--- src/rtl/arb_sched_if.sv ---
// Slave/formatter bus bundle for the packet arbiter.
// master: arbiter side; slave: slave FIFOs and formatter side.
interface arb_sched_if #(
  parameter int DW   = 32,
  parameter int CNTW = 6
);
  logic [DW-1:0]   slv0_data_i;
  logic [DW-1:0]   slv1_data_i;
  logic [DW-1:0]   slv2_data_i;
  logic            slv0_val_i;
  logic            slv1_val_i;
  logic            slv2_val_i;
  logic            slv0_req_i;
  logic            slv1_req_i;
  logic            slv2_req_i;
  logic [1:0]      slv0_prio_i;
  logic [1:0]      slv1_prio_i;
  logic [1:0]      slv2_prio_i;
  logic [1:0]      slv0_pkglen_i;
  logic [1:0]      slv1_pkglen_i;
  logic [1:0]      slv2_pkglen_i;
  logic            a2s0_ack_o;
  logic            a2s1_ack_o;
  logic            a2s2_ack_o;
  logic            f2a_id_req_i;
  logic            f2a_ack_i;
  logic            a2f_val_o;
  logic [DW-1:0]   a2f_data_o;
  logic [1:0]      a2f_id_o;
  logic [CNTW-1:0] a2f_pkglen_o;

  modport master (
    input  slv0_data_i, slv1_data_i, slv2_data_i,
    input  slv0_val_i, slv1_val_i, slv2_val_i,
    input  slv0_req_i, slv1_req_i, slv2_req_i,
    input  slv0_prio_i, slv1_prio_i, slv2_prio_i,
    input  slv0_pkglen_i, slv1_pkglen_i, slv2_pkglen_i,
    input  f2a_id_req_i, f2a_ack_i,
    output a2s0_ack_o, a2s1_ack_o, a2s2_ack_o,
    output a2f_val_o, a2f_data_o, a2f_id_o, a2f_pkglen_o
  );

  modport slave (
    output slv0_data_i, slv1_data_i, slv2_data_i,
    output slv0_val_i, slv1_val_i, slv2_val_i,
    output slv0_req_i, slv1_req_i, slv2_req_i,
    output slv0_prio_i, slv1_prio_i, slv2_prio_i,
    output slv0_pkglen_i, slv1_pkglen_i, slv2_pkglen_i,
    output f2a_id_req_i, f2a_ack_i,
    input  a2s0_ack_o, a2s1_ack_o, a2s2_ack_o,
    input  a2f_val_o, a2f_data_o, a2f_id_o, a2f_pkglen_o
  );
endinterface

--- src/rtl/arb_sched.sv ---
// 3-slave packet arbiter: priority + round-robin grant, word mux.
// Ports: clk_i, rstn_i (async low), bus (arb_sched_if.master).
module arb_sched #(
  parameter int DW   = 32,
  parameter int CNTW = 6
) (
  input logic        clk_i,
  input logic        rstn_i,
  arb_sched_if.master bus
);

  typedef enum logic {IDLE, XFER} state_t;

  state_t          state, state_nxt;
  logic [1:0]      gnt, gnt_nxt;
  logic [1:0]      last, last_nxt;
  logic [CNTW-1:0] len, len_nxt;
  logic [CNTW-1:0] cnt, cnt_nxt;

  logic [2:0]      req;
  logic [2:0]      ack;
  logic [1:0]      prio [3];
  logic [1:0]      best;
  logic [1:0]      start;
  logic [2:0]      idx;
  logic [1:0]      win;
  logic            hit;
  logic [1:0]      win_code;
  logic            sel_val;
  logic [DW-1:0]   sel_data;
  logic            a2f_val;
  logic [DW-1:0]   a2f_data;

  assign req = {bus.slv2_req_i, bus.slv1_req_i,
                bus.slv0_req_i};
  assign prio[0] = bus.slv0_prio_i;
  assign prio[1] = bus.slv1_prio_i;
  assign prio[2] = bus.slv2_prio_i;

  function automatic logic [CNTW-1:0] dec_len(
    input logic [1:0] code
  );
    return CNTW'(4) << code;
  endfunction

  // Lowest priority value wins; ties go to the first
  // requester found scanning up from last+1.
  always_comb begin
    best  = 2'd3;
    idx   = 3'd0;
    win   = 2'd0;
    hit   = 1'b0;
    for (int i = 0; i < 3; i++)
      if (req[i] && prio[i] <= best) best = prio[i];
    start = (last == 2'd2) ? 2'd0 : last + 2'd1;
    for (int k = 0; k < 3; k++) begin
      idx = {1'b0, start} + 3'(k);
      if (idx > 3'd2) idx = idx - 3'd3;
      if (!hit && req[idx[1:0]] &&
          prio[idx[1:0]] == best) begin
        win = idx[1:0];
        hit = 1'b1;
      end
    end
  end

  always_comb begin
    win_code = bus.slv0_pkglen_i;
    unique case (win)
      2'd1:    win_code = bus.slv1_pkglen_i;
      2'd2:    win_code = bus.slv2_pkglen_i;
      default: win_code = bus.slv0_pkglen_i;
    endcase
  end

  always_comb begin
    sel_val  = bus.slv0_val_i;
    sel_data = bus.slv0_data_i;
    unique case (gnt)
      2'd1: begin
        sel_val  = bus.slv1_val_i;
        sel_data = bus.slv1_data_i;
      end
      2'd2: begin
        sel_val  = bus.slv2_val_i;
        sel_data = bus.slv2_data_i;
      end
      default: begin
        sel_val  = bus.slv0_val_i;
        sel_data = bus.slv0_data_i;
      end
    endcase
  end

  always_comb begin
    state_nxt = state;
    gnt_nxt   = gnt;
    last_nxt  = last;
    len_nxt   = len;
    cnt_nxt   = cnt;
    ack       = 3'b000;
    a2f_val   = 1'b0;
    a2f_data  = '0;
    unique case (state)
      IDLE: begin
        if (bus.f2a_id_req_i && |req) begin
          state_nxt = XFER;
          gnt_nxt   = win;
          len_nxt   = dec_len(win_code);
          cnt_nxt   = '0;
        end
      end
      XFER: begin
        a2f_val  = sel_val;
        a2f_data = sel_data;
        if (sel_val && bus.f2a_ack_i) begin
          ack     = 3'b001 << gnt;
          cnt_nxt = cnt + CNTW'(1);
          if (cnt == len - CNTW'(1)) begin
            state_nxt = IDLE;
            cnt_nxt   = '0;
            last_nxt  = gnt;
          end
        end
      end
      default: state_nxt = IDLE;
    endcase
  end

  always_ff @(posedge clk_i or negedge rstn_i) begin
    if (!rstn_i) begin
      state <= IDLE;
      gnt   <= 2'd0;
      last  <= 2'd2;
      len   <= '0;
      cnt   <= '0;
    end else begin
      state <= state_nxt;
      gnt   <= gnt_nxt;
      last  <= last_nxt;
      len   <= len_nxt;
      cnt   <= cnt_nxt;
    end
  end

  assign bus.a2s0_ack_o   = ack[0];
  assign bus.a2s1_ack_o   = ack[1];
  assign bus.a2s2_ack_o   = ack[2];
  assign bus.a2f_val_o    = a2f_val;
  assign bus.a2f_data_o   = a2f_data;
  assign bus.a2f_id_o     = gnt;
  assign bus.a2f_pkglen_o = len;

endmodule
--- src/flat_wrapper.sv ---
// flat-port wrapper written by rule: the top's interface ports become plain ports
module arb_sched_flat 
#(
  parameter int DW   = 32,
  parameter int CNTW = 6
)
  (clk_i, rstn_i, bus_slv0_data_i, bus_slv1_data_i, bus_slv2_data_i, bus_slv0_val_i, bus_slv1_val_i, bus_slv2_val_i, bus_slv0_req_i, bus_slv1_req_i, bus_slv2_req_i, bus_slv0_prio_i, bus_slv1_prio_i, bus_slv2_prio_i, bus_slv0_pkglen_i, bus_slv1_pkglen_i, bus_slv2_pkglen_i, bus_f2a_id_req_i, bus_f2a_ack_i, bus_a2s0_ack_o, bus_a2s1_ack_o, bus_a2s2_ack_o, bus_a2f_val_o, bus_a2f_data_o, bus_a2f_id_o, bus_a2f_pkglen_o);
  arb_sched_if #(.DW(DW), .CNTW(CNTW)) bus_i ();
  input logic clk_i;
  input logic rstn_i;
  input wire logic [$bits(bus_i.slv0_data_i)-1:0] bus_slv0_data_i;
  input wire logic [$bits(bus_i.slv1_data_i)-1:0] bus_slv1_data_i;
  input wire logic [$bits(bus_i.slv2_data_i)-1:0] bus_slv2_data_i;
  input wire logic [$bits(bus_i.slv0_val_i)-1:0] bus_slv0_val_i;
  input wire logic [$bits(bus_i.slv1_val_i)-1:0] bus_slv1_val_i;
  input wire logic [$bits(bus_i.slv2_val_i)-1:0] bus_slv2_val_i;
  input wire logic [$bits(bus_i.slv0_req_i)-1:0] bus_slv0_req_i;
  input wire logic [$bits(bus_i.slv1_req_i)-1:0] bus_slv1_req_i;
  input wire logic [$bits(bus_i.slv2_req_i)-1:0] bus_slv2_req_i;
  input wire logic [$bits(bus_i.slv0_prio_i)-1:0] bus_slv0_prio_i;
  input wire logic [$bits(bus_i.slv1_prio_i)-1:0] bus_slv1_prio_i;
  input wire logic [$bits(bus_i.slv2_prio_i)-1:0] bus_slv2_prio_i;
  input wire logic [$bits(bus_i.slv0_pkglen_i)-1:0] bus_slv0_pkglen_i;
  input wire logic [$bits(bus_i.slv1_pkglen_i)-1:0] bus_slv1_pkglen_i;
  input wire logic [$bits(bus_i.slv2_pkglen_i)-1:0] bus_slv2_pkglen_i;
  input wire logic [$bits(bus_i.f2a_id_req_i)-1:0] bus_f2a_id_req_i;
  input wire logic [$bits(bus_i.f2a_ack_i)-1:0] bus_f2a_ack_i;
  output wire logic [$bits(bus_i.a2s0_ack_o)-1:0] bus_a2s0_ack_o;
  output wire logic [$bits(bus_i.a2s1_ack_o)-1:0] bus_a2s1_ack_o;
  output wire logic [$bits(bus_i.a2s2_ack_o)-1:0] bus_a2s2_ack_o;
  output wire logic [$bits(bus_i.a2f_val_o)-1:0] bus_a2f_val_o;
  output wire logic [$bits(bus_i.a2f_data_o)-1:0] bus_a2f_data_o;
  output wire logic [$bits(bus_i.a2f_id_o)-1:0] bus_a2f_id_o;
  output wire logic [$bits(bus_i.a2f_pkglen_o)-1:0] bus_a2f_pkglen_o;
  assign bus_i.slv0_data_i = bus_slv0_data_i;
  assign bus_i.slv1_data_i = bus_slv1_data_i;
  assign bus_i.slv2_data_i = bus_slv2_data_i;
  assign bus_i.slv0_val_i = bus_slv0_val_i;
  assign bus_i.slv1_val_i = bus_slv1_val_i;
  assign bus_i.slv2_val_i = bus_slv2_val_i;
  assign bus_i.slv0_req_i = bus_slv0_req_i;
  assign bus_i.slv1_req_i = bus_slv1_req_i;
  assign bus_i.slv2_req_i = bus_slv2_req_i;
  assign bus_i.slv0_prio_i = bus_slv0_prio_i;
  assign bus_i.slv1_prio_i = bus_slv1_prio_i;
  assign bus_i.slv2_prio_i = bus_slv2_prio_i;
  assign bus_i.slv0_pkglen_i = bus_slv0_pkglen_i;
  assign bus_i.slv1_pkglen_i = bus_slv1_pkglen_i;
  assign bus_i.slv2_pkglen_i = bus_slv2_pkglen_i;
  assign bus_i.f2a_id_req_i = bus_f2a_id_req_i;
  assign bus_i.f2a_ack_i = bus_f2a_ack_i;
  assign bus_a2s0_ack_o = bus_i.a2s0_ack_o;
  assign bus_a2s1_ack_o = bus_i.a2s1_ack_o;
  assign bus_a2s2_ack_o = bus_i.a2s2_ack_o;
  assign bus_a2f_val_o = bus_i.a2f_val_o;
  assign bus_a2f_data_o = bus_i.a2f_data_o;
  assign bus_a2f_id_o = bus_i.a2f_id_o;
  assign bus_a2f_pkglen_o = bus_i.a2f_pkglen_o;
  arb_sched #(.DW(DW), .CNTW(CNTW)) u_core (.clk_i(clk_i), .rstn_i(rstn_i), .bus(bus_i));
endmodule
--- config.mk ---
export PLATFORM = sky130hd
export DESIGN_NAME = arb_sched_flat
export DESIGN_NICKNAME = d
export VERILOG_FILES = /design/src/rtl/arb_sched_if.sv /design/src/rtl/arb_sched.sv /design/src/flat_wrapper.sv
export SDC_FILE = /design/constraint.sdc
export NUM_CORES = 1
export LEC_CHECK = 0
export ABC_AREA = 0
export BUFFER_PORTS_ARGS = -buffer_cell sky130_fd_sc_hd__buf_2
export CORE_UTILIZATION = 46
export DETAILED_ROUTE_END_ITERATION = 10
export GPL_TIMING_DRIVEN = 0
export HOLD_SLACK_MARGIN = 0.06
export PLACE_DENSITY = 0.89
export RECOVER_POWER = 50
export SYNTH_ARGS = -nofsm -noshare
export SYNTH_HDL_FRONTEND = slang
export SYNTH_SLANG_ARGS = --single-unit
--- constraint.sdc ---
create_clock -name clk_i -period 4.56 [get_ports clk_i]
set_input_delay 0.912 -clock clk_i [delete_from_list [all_inputs] [get_ports clk_i]]
set_output_delay 0.912 -clock clk_i [all_outputs]
set_load 0.02 [all_outputs]
==> metrics.md <==
| Metric | Value |
|---|---|
| Status | `complete, but fails checks` |
| Violated checks | `negative setup slack` |
| Final wirelength | `9470 um` |
| Routed vias | `3491` |
| CTS Buf Count | `3` |
| Initial antenna violation count | `0` |
| Kind of critical path | `primary input to flip-flop` |
| I/O Buffers | `157` |
| Area leader, netlist | `dfrtp_1` |
| Most common cell in the synthesized netlist | `nor2_1` |
| Die Span Y | `75.6 um` |
| Min-delay worst type | `flip-flop to flip-flop` |
| Ys Warns | `0` |
| Leak | `1.73 nW` |
| Syn Std Cell Area | `2490 um2` |
| Antenna fix cells | `0` |
| Core Rows | `26` |
| Sink Count | `15` |
| Final hold violation count | `0` |
| Count of final setup violators | `4` |
| Initial DRC Count | `169` |
| Asr flop ratio synth | `100%` |
| Fin. max-slew vios | `0` |
| Drt wl/cell | `16.0 um` |
| Chip width | `75.6 um` |
| Final antenna-violating net count | `0` |
| Layout Nets | `652` |
| Worst path cell trace | `buf_8, and2b_2, inv_4, ha_4, nand3_4, o21a_4, mux2i_4, inv_1, ha_1, and3_4, a21o_4, a22oi_2, o211ai_1, a31o_2, nor4_4, nand2_2, a22o_1, ha_4, a22oi_2, nor2_2, a21oi_2, nand3_1, o21ai_1` |
| Post-synth EDFFs | `0` |
| Worst-case vdd ir drop | `0.397 mV` |
| Global-route wire length before repair | `13900 um` |
| Fmax achieved | `0.216 GHz` |
| Tot GR Track Use | `31.0%` |
| Dpl cells | `568` |
| Primary FF master, synth | `dfrtp_1` |
| Synth cell count leaders | `nor2_1, a22oi_1, a211oi_1, clkbuf_1, nand2_1` |
| Final Cycle Share | `102%` |
| DP HPWL | `7030 um` |
| GPL Wtd Cong | `0.935` |
| Worst-Skew Late Latency | `0.25 ns` |
| Slowest cell delay on critical path | `0.30 ns` |
| Area grow syn2layout | `48.9%` |
| Cts hold-fix bufs | `0` |
| Starting Density | `48.1%` |
| Fin util | `71.6%` |
| Core area | `5170 um2` |
| RSZ-0062 raised after global routing | `true` |
| Die area | `5710 um2` |
| Slowest CP cell | `nor4_4` |
| Worst setup margin | `-0.0704 ns` |
| Clk buf depth | `2` |
| Cells after Synth | `340` |
| Worst Tran Pin Value | `0.795 ns` |
| Arrival time at the worst endpoint | `4.80 ns` |
| Via count of the first global-routing pass | `3097` |
| Worst Hold Margin | `0.520 ns` |
| Critical Path End Type | `flip-flop` |
| Pin count of the biggest net entering global routing | `16` |
| Vias per std cell | `5.90` |
| Crit start category | `primary input` |
| Slew margin rel. | `47.0%` |
| Layout Skew | `0.00685 ns` |
| Drt pass-1 iters | `4` |
| Post-Syn Area per Cell | `7.32 um2` |
| DRC Markers | `0` |
| Setup TNS | `-0.225 ns` |
| Design area | `3700 um2` |
| CTS root buf | `clkbuf_8` |
| Final instance count without filler cells | `592` |
| Worst-path clk slew | `0.06 ns` |
| Ratio of cells with drive above 1 in the final layout | `41.0%` |
| H-tree depth | `1` |
| Synth top area cells | `dfrtp_1, a22oi_1, a211oi_1` |
| Max_cap viols | `0` |
| Worst EP required | `4.73 ns` |
| Distinct cell type count after synthesis | `62` |
| CTS tree | `built` |
| Ports | `162` |
| Fin crit period | `4.63 ns` |
| Placed Area | `3420 um2` |
| Total grt overflow | `0` |
| Yosys reg bits | `15` |
| Seq/Total Area, Yosys | `15.1%` |
| Pwr dens | `665 nW/um2` |
| Crit Path Max Fanout | `5` |
| Post-synth top area share | `14.1%` |
==> placed cells by master (no fill, tap or decap), types with 8 or more instances in the layout <==
| cell | instances |
|---|---|
| a211oi_1 | 33 |
| a22oi_1 | 36 |
| buf_4 | 23 |
| clkbuf_1 | 34 |
| o21ai_0 | 15 |
| inv_1 | 13 |
| nor2_1 | 44 |
| buf_2 | 144 |
| mux2i_1 | 9 |
| nand2_1 | 19 |
| ha_1 | 8 |
| dfrtp_1 | 14 |
==> stage by stage <==
step / total power, mW / worst slack [ns]
CTS: 2.42 / -0.000623
global placement: 2.20 / -0.477
finish: 2.46 / -0.0704
detailed placement: 2.26 / -0.613
global route: 2.69 / -0.276
floorplan: 1.67 / -0.00488
==> kinds of logic after synthesis <==
group	Yosys count	synth area share (%)
AO/OA/AOI/OAI	135	40.0
XOR/XNOR	8	2.82
adder cells (fa/ha/maj)	11	5.53
buffers and inverters	48	9.10
flip-flops	15	15.1
multiplexers	12	5.38
other	1	0.151
AND/OR/NAND/NOR	110	21.9
==> per-layer routing <==
layer | global-route usage [%] | wire length (um)
met4 | 14.6 | 299
met5 | 0 | 0
met3 | 5.56 | 760
met2 | 53.5 | 4730
met1 | 37.3 | 3680
==> worst max-delay path, delay by kind of cell <==
family	cells	cell delay [ns]
AO/OA/AOI/OAI	9	1.63
AND/OR/NAND/NOR	7	1.07
adder cells (fa/ha/maj)	3	0.69
multiplexers	1	0.25
buffers and inverters	3	0.20
==> flip-flops by register name, summed over array words and instances, names as in the netlist <==
signal / cells
u_core.bus.a2f_id_o: 2
u_core.bus.a2f_pkglen_o: 4
u_core.cnt: 6
u_core.last: 2
u_core.state: 1
==> report_power, final <==
| part | switching (mW) | total (mW) | internal, mW |
|---|---|---|---|
| combinational | 1.33 | 2.11 | 0.783 |
| sequential | 0.0592 | 0.243 | 0.183 |
| clock | 0.0480 | 0.109 | 0.0606 |
| total | 1.44 | 2.46 | 1.03 |
==> area by class of cell <==
class | instances | area, um2
multi-input combinational | 279 | 2030
fill | 448 | 1470
timing repair buffer | 176 | 937
sequential | 15 | 377
buffer | 32 | 166
tap | 70 | 87.6
inverter | 16 | 62.6
clock buffer | 3 | 41.3
clock inverter | 1 | 5.00
==> repair_timing <==
action	in CTS	in global routing
setup endpoints to repair	4	4
cloned	1	0
gates resized for setup	13	11
pin swaps	15	19
hold endpoints to repair	0	0
setup buffers	11	8
==> worst paths after layout <==
kind	cells after the start	slack, ns	to	from
worst max-delay path	23	-0.07	u_core.bus.a2f_pkglen_o[2]	bus_slv0_prio_i[0]
worst min-delay path	1	0.52	u_core.cnt[4]	u_core.cnt[4]
worst max register to register	16	0.94	u_core.bus.a2f_pkglen_o[2]	u_core.last[1]
worst min register to register	1	0.52	u_core.cnt[4]	u_core.cnt[4]
max in group asynchronous	1	3.35	u_core.bus.a2f_pkglen_o[2]	rstn_i
min in group asynchronous	1	0.71	u_core.cnt[4]	rstn_i
No activity file was read; power rests on OpenSTA's default activity.
